### config.mk
export PLATFORM = sky130hd
export DESIGN_NAME = controle_irrigacao
export DESIGN_NICKNAME = d
export VERILOG_FILES = /design/src/rtl/controle_irrigacao.sv
export SDC_FILE = /design/constraint.sdc
export NUM_CORES = 1
export LEC_CHECK = 0
export CAP_MARGIN = 15
export CORE_MARGIN = 8
export CORE_UTILIZATION = 53
export CTS_CLUSTER_SIZE = 30
export DETAILED_ROUTE_END_ITERATION = 10
export PLACE_DENSITY = 0.86
export SYNTH_ARGS = -nofsm -noshare
export SYNTH_HDL_FRONTEND = slang
export SYNTH_SLANG_ARGS = --single-unit
### constraint.sdc
create_clock -name clk -period 2.1 [get_ports clk]
set_clock_uncertainty 0.05 [all_clocks]
set_input_delay 0.315 -clock clk [delete_from_list [all_inputs] [get_ports clk]]
set_output_delay 0.315 -clock clk [all_outputs]
set_load 0.05 [all_outputs]
### src/rtl/controle_irrigacao.sv
// Purpose : level-flag filter plus fill/irrigate controller driving inlet valve and pump.
// Latency : a raw level vector stable for DEB_CYCLES edges is accepted; the FSM acts on it one edge later.
// Backpres: none; inputs are sampled every clock, outputs decode combinationally from registers.
// Ports   : clk/reset (sync, active-high); Cheio/Medio/Baixo/Vazio/Erro level flags from the decoder;
//           Seco irrigation request; Ack fault acknowledge; ValvulaEntrada/Bomba actuators;
//           Falha fault flag; Alarme fault-or-low-level flag; Estado 2-bit state code.
module controle_irrigacao #(
   parameter int DEB_CYCLES   = 4,
   parameter int FILL_TIMEOUT = 1000,
   parameter int IRR_CYCLES   = 500,
   parameter int CNT_W        = 16
) (
   input  logic       clk,
   input  logic       reset,
   input  logic       Cheio,
   input  logic       Medio,
   input  logic       Baixo,
   input  logic       Vazio,
   input  logic       Erro,
   input  logic       Seco,
   input  logic       Ack,
   output logic       ValvulaEntrada,
   output logic       Bomba,
   output logic       Falha,
   output logic       Alarme,
   output logic [1:0] Estado
);

   typedef enum logic [1:0] {
      REPOUSO   = 2'd0,
      ENCHENDO  = 2'd1,
      IRRIGANDO = 2'd2,
      FALHA     = 2'd3
   } estado_t;

   localparam int DW = $clog2(DEB_CYCLES + 1);

   estado_t          estado, estado_prox;
   logic [4:0]       bruto, amostra, aceito;
   logic [DW-1:0]    deb_cnt, deb_prox;
   logic             nivel_ok, aceita, muda;
   logic [CNT_W-1:0] cnt_ench, cnt_irr;
   logic             a_cheio, a_medio, a_baixo, a_vazio, a_erro;

   assign bruto = {Cheio, Medio, Baixo, Vazio, Erro};

   // deb_cnt holds how many consecutive identical samples ended at the last edge;
   // zero means no valid previous sample (just out of reset). It stops at DEB_CYCLES.
   always_comb begin
      deb_prox = DW'(1);
      if (deb_cnt != '0 && bruto == amostra) begin
         if (deb_cnt == DW'(DEB_CYCLES))
            deb_prox = deb_cnt;
         else
            deb_prox = deb_cnt + DW'(1);
      end
   end

   assign aceita = (deb_prox == DW'(DEB_CYCLES));
   assign muda   = aceita && (bruto != aceito);

   always_ff @(posedge clk) begin
      if (reset) begin
         amostra  <= '0;
         deb_cnt  <= '0;
         aceito   <= '0;
         nivel_ok <= 1'b0;
      end else begin
         amostra <= bruto;
         deb_cnt <= deb_prox;
         if (aceita) begin
            aceito   <= bruto;
            nivel_ok <= 1'b1;
         end
      end
   end

   assign {a_cheio, a_medio, a_baixo, a_vazio, a_erro} = aceito;

   always_comb begin
      estado_prox = estado;
      if (nivel_ok) begin
         if (estado != FALHA && a_erro) begin
            estado_prox = FALHA;
         end else begin
            case (estado)
               REPOUSO: begin
                  if (a_baixo || a_vazio)
                     estado_prox = ENCHENDO;
                  else if (Seco && (a_medio || a_cheio))
                     estado_prox = IRRIGANDO;
               end
               ENCHENDO: begin
                  // Medio is deliberately not an exit: fill runs all the way to Cheio.
                  if (a_cheio)
                     estado_prox = REPOUSO;
                  else if (cnt_ench == CNT_W'(FILL_TIMEOUT))
                     estado_prox = FALHA;
               end
               IRRIGANDO: begin
                  // Low level wins over everything so the pump never runs the tank dry.
                  if (a_baixo || a_vazio)
                     estado_prox = ENCHENDO;
                  else if (!Seco)
                     estado_prox = REPOUSO;
                  else if (cnt_irr == CNT_W'(IRR_CYCLES - 1))
                     estado_prox = REPOUSO;
               end
               FALHA: begin
                  if (Ack && !a_erro)
                     estado_prox = REPOUSO;
               end
               default: estado_prox = REPOUSO;
            endcase
         end
      end
   end

   always_ff @(posedge clk) begin
      if (reset) begin
         estado   <= REPOUSO;
         cnt_ench <= '0;
         cnt_irr  <= '0;
      end else begin
         estado <= estado_prox;

         // Fill timeout measures time without level progress, so any accepted change restarts it.
         if (estado_prox != estado || muda)
            cnt_ench <= '0;
         else if (estado == ENCHENDO && cnt_ench != '1)
            cnt_ench <= cnt_ench + CNT_W'(1);

         if (estado_prox != estado)
            cnt_irr <= '0;
         else if (estado == IRRIGANDO && cnt_irr != '1)
            cnt_irr <= cnt_irr + CNT_W'(1);
      end
   end

   assign ValvulaEntrada = (estado == ENCHENDO);
   assign Bomba          = (estado == IRRIGANDO);
   assign Falha          = (estado == FALHA);
   assign Alarme         = Falha || a_baixo || a_vazio || a_erro;
   assign Estado         = estado;

endmodule

Word level (Yosys, flattened, before mapping)
Cells that the tools add are included.
Widths: inputs -> output; s select.
{ "totals": {"word_cells": 54, "register_bits": 48, "out_inout_bits": 6, "input_bits": 9} }
{ "op_classes": {"mux": 13, "n_eq_ne": 13, "reduce_logical": 18, "add_sub_neg": 3} }
{ "op_table": {"columns": ["cell", "count"], "rows": [
  ["$add 16x1->16 const B", 2],
  ["$ne 16x16->1 const B", 2],
  ["$mux 2", 10],
  ["$eq 16x10->1 const B", 1],
  ["$eq 16x9->1 const B", 1],
  ["$pmux 2 s4", 1],
  ["$logic_and 1x1->1", 7],
  ["$eq 3x3->1 const B", 2],
  ["$logic_or 1x1->1", 6],
  ["$mux 3", 2],
  ["$eq 5x5->1", 1],
  ["$ne 5x5->1", 1],
  ["$eq 2x2->1 const B", 2],
  ["$reduce_or 2->1", 2],
  ["$add 3x1->3 const B", 1],
  ["$reduce_bool 3->1", 1],
  ["$eq 2x1->1 const B", 1],
  ["$logic_not 2->1", 1],
  ["$ne 2x2->1", 1],
  ["$ne 2x2->1 const B", 1],
  ["$logic_not 1->1", 1]
]} }

Depth between registers and ports, before layout
Gate-level depths: netlist (run 1).
{ "depth": {"word_depth": 10, "depth_mapped": 8, "ltp_nobuf": 7} }

Least setup slack after synthesis (run 1)
OpenSTA, ideal clock, no wires.
{ "synth_path": {"path_type": "reg-to-reg", "start": "reg estado[1], in the netlist Estado[1]", "end": "reg cnt_irr[1]", "path_stages_with_launch": 7, "setup_ps": 123, "path_slack_ps": -333, "required_ps": 1927, "path_buffers": 1, "period_less_slack_ps": 2433, "arrival_time_ps": 2260, "cell_sequence": "dfxtp_1 -> buf_2 -> inv_1 -> nor2_1 -> a21boi_0 -> mux2i_1 -> nor3_1"} }
{ "synth_between": {"word_cells_on_any_way": 20, "cone_classes": "eq/ne (5); mux (11); reduce/logical (4)"} }
{ "synth_rtl": {"columns": ["element", "line_no", "rtl"], "rows": [
  ["from (decl)", "38", "estado_t estado, estado_prox;"],
  ["from (signal assigned)", "125", "estado <= estado_prox;"],
  ["$eq 2x2->1 (*)", null, null],
  ["named net Bomba", "23", "output logic Bomba,"],
  ["$pmux 2 s4", "86", "case (estado)"],
  ["$mux 2", "83", "if (estado != FALHA && a_erro) begin"],
  ["$mux 2", "82", "if (nivel_ok) begin"],
  ["$ne 2x2->1", "133", "if (estado_prox != estado)"],
  ["$reduce_or 2->1 (no line)", null, null],
  ["to (signal assigned)", "136", "cnt_irr <= cnt_irr + CNT_W'(1);"],
  ["to (decl)", "42", "logic [CNT_W-1:0] cnt_ench, cnt_irr;"]
]} }
Mark *: on every way through the listed nets, which the timed path passes. The rest lies on a longest branch.
A chain may end at the register's enable or synchronous reset.

Worst setup path in the final report (run 1)
{ "layout_path": {"start": "reg cnt_irr[10]", "end": "reg cnt_irr[6]"} }
{ "layout_between": {"elab_chain_cells": 9, "word_cells_on_any_way": 11, "cone_classes": "eq/ne (3); mux (6); reduce/logical (2)"} }
{ "layout_lines": {"columns": ["element", "line_no", "rtl"], "rows": [
  ["$eq 16x9->1", "106", "else if (cnt_irr == CNT_W'(IRR_CYCLES - 1))"],
  ["$mux 2", "106", null],
  ["$mux 2", "104", "else if (!Seco)"],
  ["$mux 2", "102", "if (a_baixo || a_vazio)"],
  ["$pmux 2 s4", "86", null],
  ["$mux 2", "83", null],
  ["$mux 2", "82", null],
  ["$ne 2x2->1", "133", null],
  ["$reduce_or 2->1 (no line)", null, null]
]} }
Parallel ways exist; a longest one is shown, timed or not.

==> results of run 1 <==
-- flip-flops by register name (all words and copies together), names as in the netlist --
signal    cells
cnt_ench     16
Estado        2
nivel_ok      1
cnt_irr      16
amostra       5
aceito        5
deb_cnt       3
-- repair_timing --
item / CTS / global route
setup buffers: 3 / 4
pin swaps: 1 / 6
endpoints found under the setup margin: 17 / 32
gates resized for setup: 2 / 46
gates cloned: 0 / 4
-- routing by layer --
layer,part of all wire (%),wire (um)
met1,39,2750
met2,52,3720
met3,5.7,403
met4,3.5,252
met5,0,0
-- layout make-up --
cell class	count	area share, %
clock buffers	6	2.69
clock inverters	1	0.862
inverters	11	1.36
multi-input cells	223	49.7
flip-flops and latches	48	28.0
well taps	67	2.41
repair buffers	53	15.0
-- worst max-delay path: stages (launching register included) --
cell and delay, ns:
dfxtp_1 0.32, or4b_4 0.54, nor4_4 0.34, o21a_2 0.20, a211oi_4 0.07, buf_6 0.16
clkbuf_16 0.15, nor3_2 0.25
-- synthesized netlist by cell type (4+ instances only) --
cell type  instances
a21oi_1            9
buf_6              5
clkbuf_1           4
dfxtp_1           48
ha_1               5
inv_1             11
mux2i_1            9
nand2_1           14
nand2b_1           5
nand3_1            9
nand4_1            9
nor2_1            20
nor2b_1            6
nor3_1            42
nor4_1             5
xnor2_1           28
xor2_1            12
-- power by group through the flow --
stage | sequential [uW] | clock, uW | combinational [uW]
detailed placement | 940 | 0 | 91.3
finish | 919 | 732 | 111
global placement | 940 | 0 | 89.0
CTS | 919 | 736 | 99.3
global route | 920 | 770 | 120
floorplan | 940 | 0 | 49.0
-- worst max path at each step --
stage	start	endpoint	slack, ns	cells after the start
6_report	cnt_irr[10]	cnt_irr[6]	-0.09	7
5_1_grt	cnt_irr[10]	cnt_irr[3]	-0.19	7
4_1_cts	deb_cnt[0]	cnt_ench[4]	0.004	8
3_5_place_dp	deb_cnt[0]	cnt_ench[13]	-0.14	7
3_3_place_gp	deb_cnt[0]	cnt_ench[13]	-0.02	7
2_1_floorplan	deb_cnt[0]	cnt_ench[0]	-0.02	8
-- stage by stage --
| stage | total power, uW | cells |
|---|---|---|
| 2_1_floorplan | 989 | 292 |
| 3_3_place_gp | 1030 | 391 |
| 3_5_place_dp | 1030 | 391 |
| 4_1_cts | 1750 | 401 |
| 5_1_grt | 1810 | 409 |
| 6_report | 1760 | 409 |
-- kinds of logic after synthesis --
| group | count (synthesis) |
|---|---|
| xor+xnor | 40 |
| flops | 48 |
| fa+ha+maj | 5 |
| mux | 9 |
| buf+inv | 21 |
| compound gates | 27 |
| simple gates | 142 |
==> run_results.csv, run 1 <==
group,metric,value,unit
status,status,"finished, violations left",
status,violations,"setup timing",
floorplan,die_h,86.0,um
synthesis,synth_simple_gate_area_share,31.1,%
global_routing,antenna_found_initial,0,
timing,timing.final.crit_share,104,%
worst_setup_path,rr_endpoint,"cnt_irr[6]",
synthesis,synth_area_leaders,"dfxtp_1, xnor2_1, nor3_1",
worst_setup_path,crit_arrival,2.36,ns
synthesis,synth_ff_type,"dfxtp_1",
final_layout,area_growth,34.2,%
worst_setup_path,rr_startpoint,"cnt_irr[10]",
synthesis,yosysTopAreaCellShare,37.0,%
pwr,powerDensity,506,mW/mm^2
global_routing,grt_pass1_vias,2239,
synthesis,synth_compound_area_share,8.00,%
synthesis,synth_seq_cells,48,
clocking,htree_num_levels,2,
timing,rsz0062_at_grt,"true",
pwr,swShare,21.1,%
pwr,power_frac_comb,6.3,%
final_layout,mostFrequentLayoutCells,"dfxtp_1, buf_4, xnor2_1",
global_routing,met2_usage,29.5,%
placed_design,dp_hpwl,4260,um
final_layout,regArea,976,um^2
min_path,hold_end,"nivel_ok",
final_layout,final_common_cell,"dfxtp_1",
pwr,power.share.clock,41.5,%
synthesis,synthArstFlopShare,0,%
synthesis,yosysUniqueCellTypes,50,
global_routing,use_met3,4.30,%
synthesis,synth_edf_count,0,
final_layout,num_antenna_cells,0,
routing,vias_per_cell,5.90,
timing,maxSlewViolCount,0,
global_routing,top_usage_layer,"met2",
clocking,cts-buffers-inserted,5,
timing,fin_setup_tns,-0.193,ns
global_routing,grt_use_total,16.6,%
final_layout,fillCellCount,314,
clocking,cts_tree,"yes",
worst_setup_path,crit_path_end_kind,"flop",
global_routing,grt_max_degree,23,
floorplan,core_area,0.00472,mm^2
worst_setup_path,worst_ep_required_time,2.27,ns
timing,fin_ws,-0.0866,ns
timing,slew-limit-headroom,61.0,%
clocking,clock_sinks,48,
pwr,irDropWorstVdd,0.346,mV
timing,tightest_slew,0.570,ns
timing,hold-worst-slack,0.491,ns
timing,period_needed,2.19,ns
final_layout,utilization,73.8,%
synthesis,ys_seq_area_share,37.0,%
routing,wl,7120,um
synthesis,synth.net_count,306,
clocking,insertion_delay,0.31,ns
final_layout,finalNetCount,356,
synthesis,yosys.area_share.xor_xnor,13.5,%
final_layout,multi_input_area,0.00173,mm^2
routing,vias,2412,
pwr,p_int,1390,uW
pwr,power.switching,371,uW
routing,drtIter0Drc,143,
clocking,clock_path_buffers,2,
pwr,p_leak,0.00124,uW
floorplan,fp-row-count,25,
placed_design,pre_cts_ws,-0.143,ns
floorplan,dieArea,0.00739,mm^2
global_routing,use_met1,17.8,%
final_layout,final_area,0.00348,mm^2
worst_setup_path,regToRegSetupSlack,-0.09,ns
synthesis,synth_top_family_by_area,"simple AND/OR/NAND/NOR gates",
timing,setup_viol,8,
floorplan,start_util,55.0,%
synthesis,yosysTopAreaCell,"dfxtp_1",
placed_design,place_area,0.00301,mm^2
routing,drtAntennaViolNets,0,
synthesis,synth_mux_area_share,3.47,%
timing,finalHoldViolCount,0,
synthesis,synth_adder_area_share,2.41,%
routing,wl_per_cell,17.4,um
synthesis,yosysWarnings,0,
min_path,hold_start,"nivel_ok",
final_layout,drive_gt1_share,30.1,%
placed_design,io_buffers,14,
synthesis,netlist_area,0.00260,mm^2
synthesis,synth_cells,292,
placed_design,place.gp.congestion,0.887,
global_routing,overflow,0,
synthesis,syn_area_per_cell,8.89,um^2
clocking,cts_hold_buffers,0,
floorplan,num_io_pins,15,
worst_setup_path,startpoint_type,"flop",
routing,drc,0,
routing,first_pass_iters,4,
min_path,holdCritPathClass,"reg -> reg",
min_path,hold_path_depth,2,
clocking,clk_pin_slew,0.09,ns
global_routing,grt_pass1_wl,9900,um
floorplan,die_w,86.0,um
flow_run,maxCapViolCount,0,
worst_setup_path,path_max_fanout,5,
timing,max_freq,0.457,GHz
clocking,cts-root-buf,"clkbuf_8",
worst_setup_path,crit_type,"reg -> reg",
pwr,seqPwrFrac,52.2,%
worst_setup_path,reg2reg_depth,7,
Note: power is estimated with default switching activity, not from simulation.
==> inputs of run 2 (changes only) <==
--- a/config.mk
+++ b/config.mk
@@ -8,9 +8,9 @@
 export CAP_MARGIN = 15
 export CORE_MARGIN = 8
 export CORE_UTILIZATION = 53
-export CTS_CLUSTER_SIZE = 30
 export DETAILED_ROUTE_END_ITERATION = 10
 export PLACE_DENSITY = 0.86
+export SKIP_CTS_REPAIR_TIMING = 1
 export SYNTH_ARGS = -nofsm -noshare
 export SYNTH_HDL_FRONTEND = slang
 export SYNTH_SLANG_ARGS = --single-unit
==> run 2 against run 1 <==
Effect of this change:
- the run still ends with setup timing left
- cell count is 0.24% lower
- register-to-register slack better by 0.04 ns
- clock power is 0.8% higher
- sequential share of layout area is 0.62 points lower
- routed wire length is 1.9% higher
- non-clock buffer count is 1 lower
- power is 0.65% higher
- combinational power is 5% higher
- critical path type unchanged
- via count is 0.50% higher
==> run_results.csv, run 2 (synthesis results as in run 1) <==
group,metric,value,unit
global_routing,use_met3,4.30,%
global_routing,grt_use_total,16.4,%
routing,drtIter0Drc,190,
timing,period_needed,2.14,ns
pwr,powerDensity,497,mW/mm^2
status,status,"finished, violations left",
global_routing,overflow,0,
global_routing,antenna_found_initial,0,
timing,slew-limit-headroom,57.6,%
floorplan,start_util,55.0,%
min_path,hold_start,"nivel_ok",
floorplan,num_io_pins,15,
clocking,cts-root-buf,"clkbuf_8",
placed_design,dp.cells,391,
clocking,htree_num_levels,2,
timing,setup_viol,17,
worst_setup_path,rr_endpoint,"cnt_ench[0]",
pwr,p_leak,0.00125,uW
worst_setup_path,regToRegSetupSlack,-0.04,ns
placed_design,io_buffers,14,
clocking,clk_pin_slew,0.09,ns
final_layout,regArea,977,um^2
global_routing,grt_pass1_wl,9770,um
final_layout,num_antenna_cells,0,
floorplan,die_h,86.0,um
worst_setup_path,rr_startpoint,"deb_cnt[0]",
worst_setup_path,critPathLaunch,"deb_cnt[0]",
routing,vias,2424,
min_path,hold_path_depth,2,
worst_setup_path,startpoint_type,"flop",
timing,finalHoldViolCount,0,
timing,fin_setup_tns,-0.405,ns
min_path,hold_end,"nivel_ok",
final_layout,multi_input_area,0.00181,mm^2
worst_setup_path,worst_ep_required_time,2.24,ns
worst_setup_path,path_max_fanout,8,
clocking,insertion_delay,0.31,ns
worst_setup_path,crit_arrival,2.28,ns
timing,rsz0062_at_grt,"true",
worst_setup_path,reg2reg_depth,8,
routing,wl_per_cell,17.8,um
final_layout,final_common_cell,"dfxtp_1",
global_routing,use_met1,17.7,%
routing,drc,0,
final_layout,reg.largest.list,"cnt_ench x16, cnt_irr x16",
floorplan,core_area,0.00472,mm^2
floorplan,die_w,86.0,um
pwr,irDropWorstVdd,0.379,mV
timing,fin_ws,-0.0419,ns
min_path,holdCritPathClass,"reg -> reg",
clocking,clock_path_buffers,2,
timing,tightest_slew,0.619,ns
worst_setup_path,crit_path_end_kind,"flop",
timing,hold-worst-slack,0.504,ns
clocking,cts-buffers-inserted,5,
placed_design,dp_hpwl,4260,um
final_layout,finalNetCount,355,
routing,vias_per_cell,5.94,
timing,timing.final.crit_share,102,%
global_routing,met2_usage,29.0,%
floorplan,fp-row-count,25,
worst_setup_path,crit_type,"reg -> reg",
final_layout,fillCellCount,298,
global_routing,grt_max_degree,23,
floorplan,dieArea,0.00739,mm^2
global_routing,grt_pass1_vias,2221,
routing,wl,7260,um
final_layout,drive_gt1_share,32.8,%
clocking,cts_tree,"yes",
routing,first_pass_iters,4,
final_layout,stdcell_count,408,
global_routing,top_usage_layer,"met2",
clocking,clock_sinks,48,
routing,drtAntennaViolNets,0,
flow_run,maxCapViolCount,0,
final_layout,mostFrequentLayoutCells,"dfxtp_1, buf_4, xnor2_1",
final_layout,area_growth,37.4,%
timing,maxSlewViolCount,0,
timing,max_freq,0.467,GHz
placed_design,place.gp.congestion,0.887,
status,violations,"setup timing",
==> run 2: critical path: stages (launching register included) <==
cell and delay (ns):
dfxtp_4 0.39, inv_4 0.05, ha_4 0.15, or3b_4 0.38
a311oi_4 0.35, nand4_4 0.15, o211ai_4 0.25, clkbuf_16 0.21
nor3_2 0.05
==> run 2: worst max-delay path by stage <==
stage	endpoint	slack, ns	cells past startpoint
2_1_floorplan	cnt_ench[0]	-0.02	8
3_5_place_dp	cnt_ench[13]	-0.14	7
5_1_grt	cnt_irr[10]	-0.12	7
6_report	cnt_ench[0]	-0.04	8
4_1_cts	cnt_ench[13]	-0.15	7
3_3_place_gp	cnt_ench[13]	-0.02	7
==> run 2: routing by layer <==
metal  share of wire [%]  vias up
met5                   0        -
met1                  40     1178
met2                  53       82
met4                 2.7        0
met3                 4.6       21
li1                    -     1143
==> run 2: area by class of cell <==
class                      count  share of cell area (%)
timing repair buffer          52                    14.7
multi-input combinational    223                    50.8
clock inverter                 1                   0.842
tap                           67                    2.35
sequential                    48                    27.4
inverter                      11                    1.33
clock buffer                   6                    2.63
==> run 2: stage by stage <==
stage          setup WS, ns  area (um^2)  total power, uW  utilization [%]
6_report            -0.0419         3570             1770             75.5
2_1_floorplan       -0.0213         2640              989                -
4_1_cts              -0.151         3140             1750             66.4
5_1_grt              -0.120         3570             1820             75.5
3_5_place_dp         -0.143         3010             1030             63.8
3_3_place_gp        -0.0156         3010             1030             63.8
==> run 2: power by group <==
group	internal (uW)	switching (uW)	total, uW
combinational	56.7	60.1	117
clock	421	316	738
sequential	914	4.88	919
total	1390	381	1770
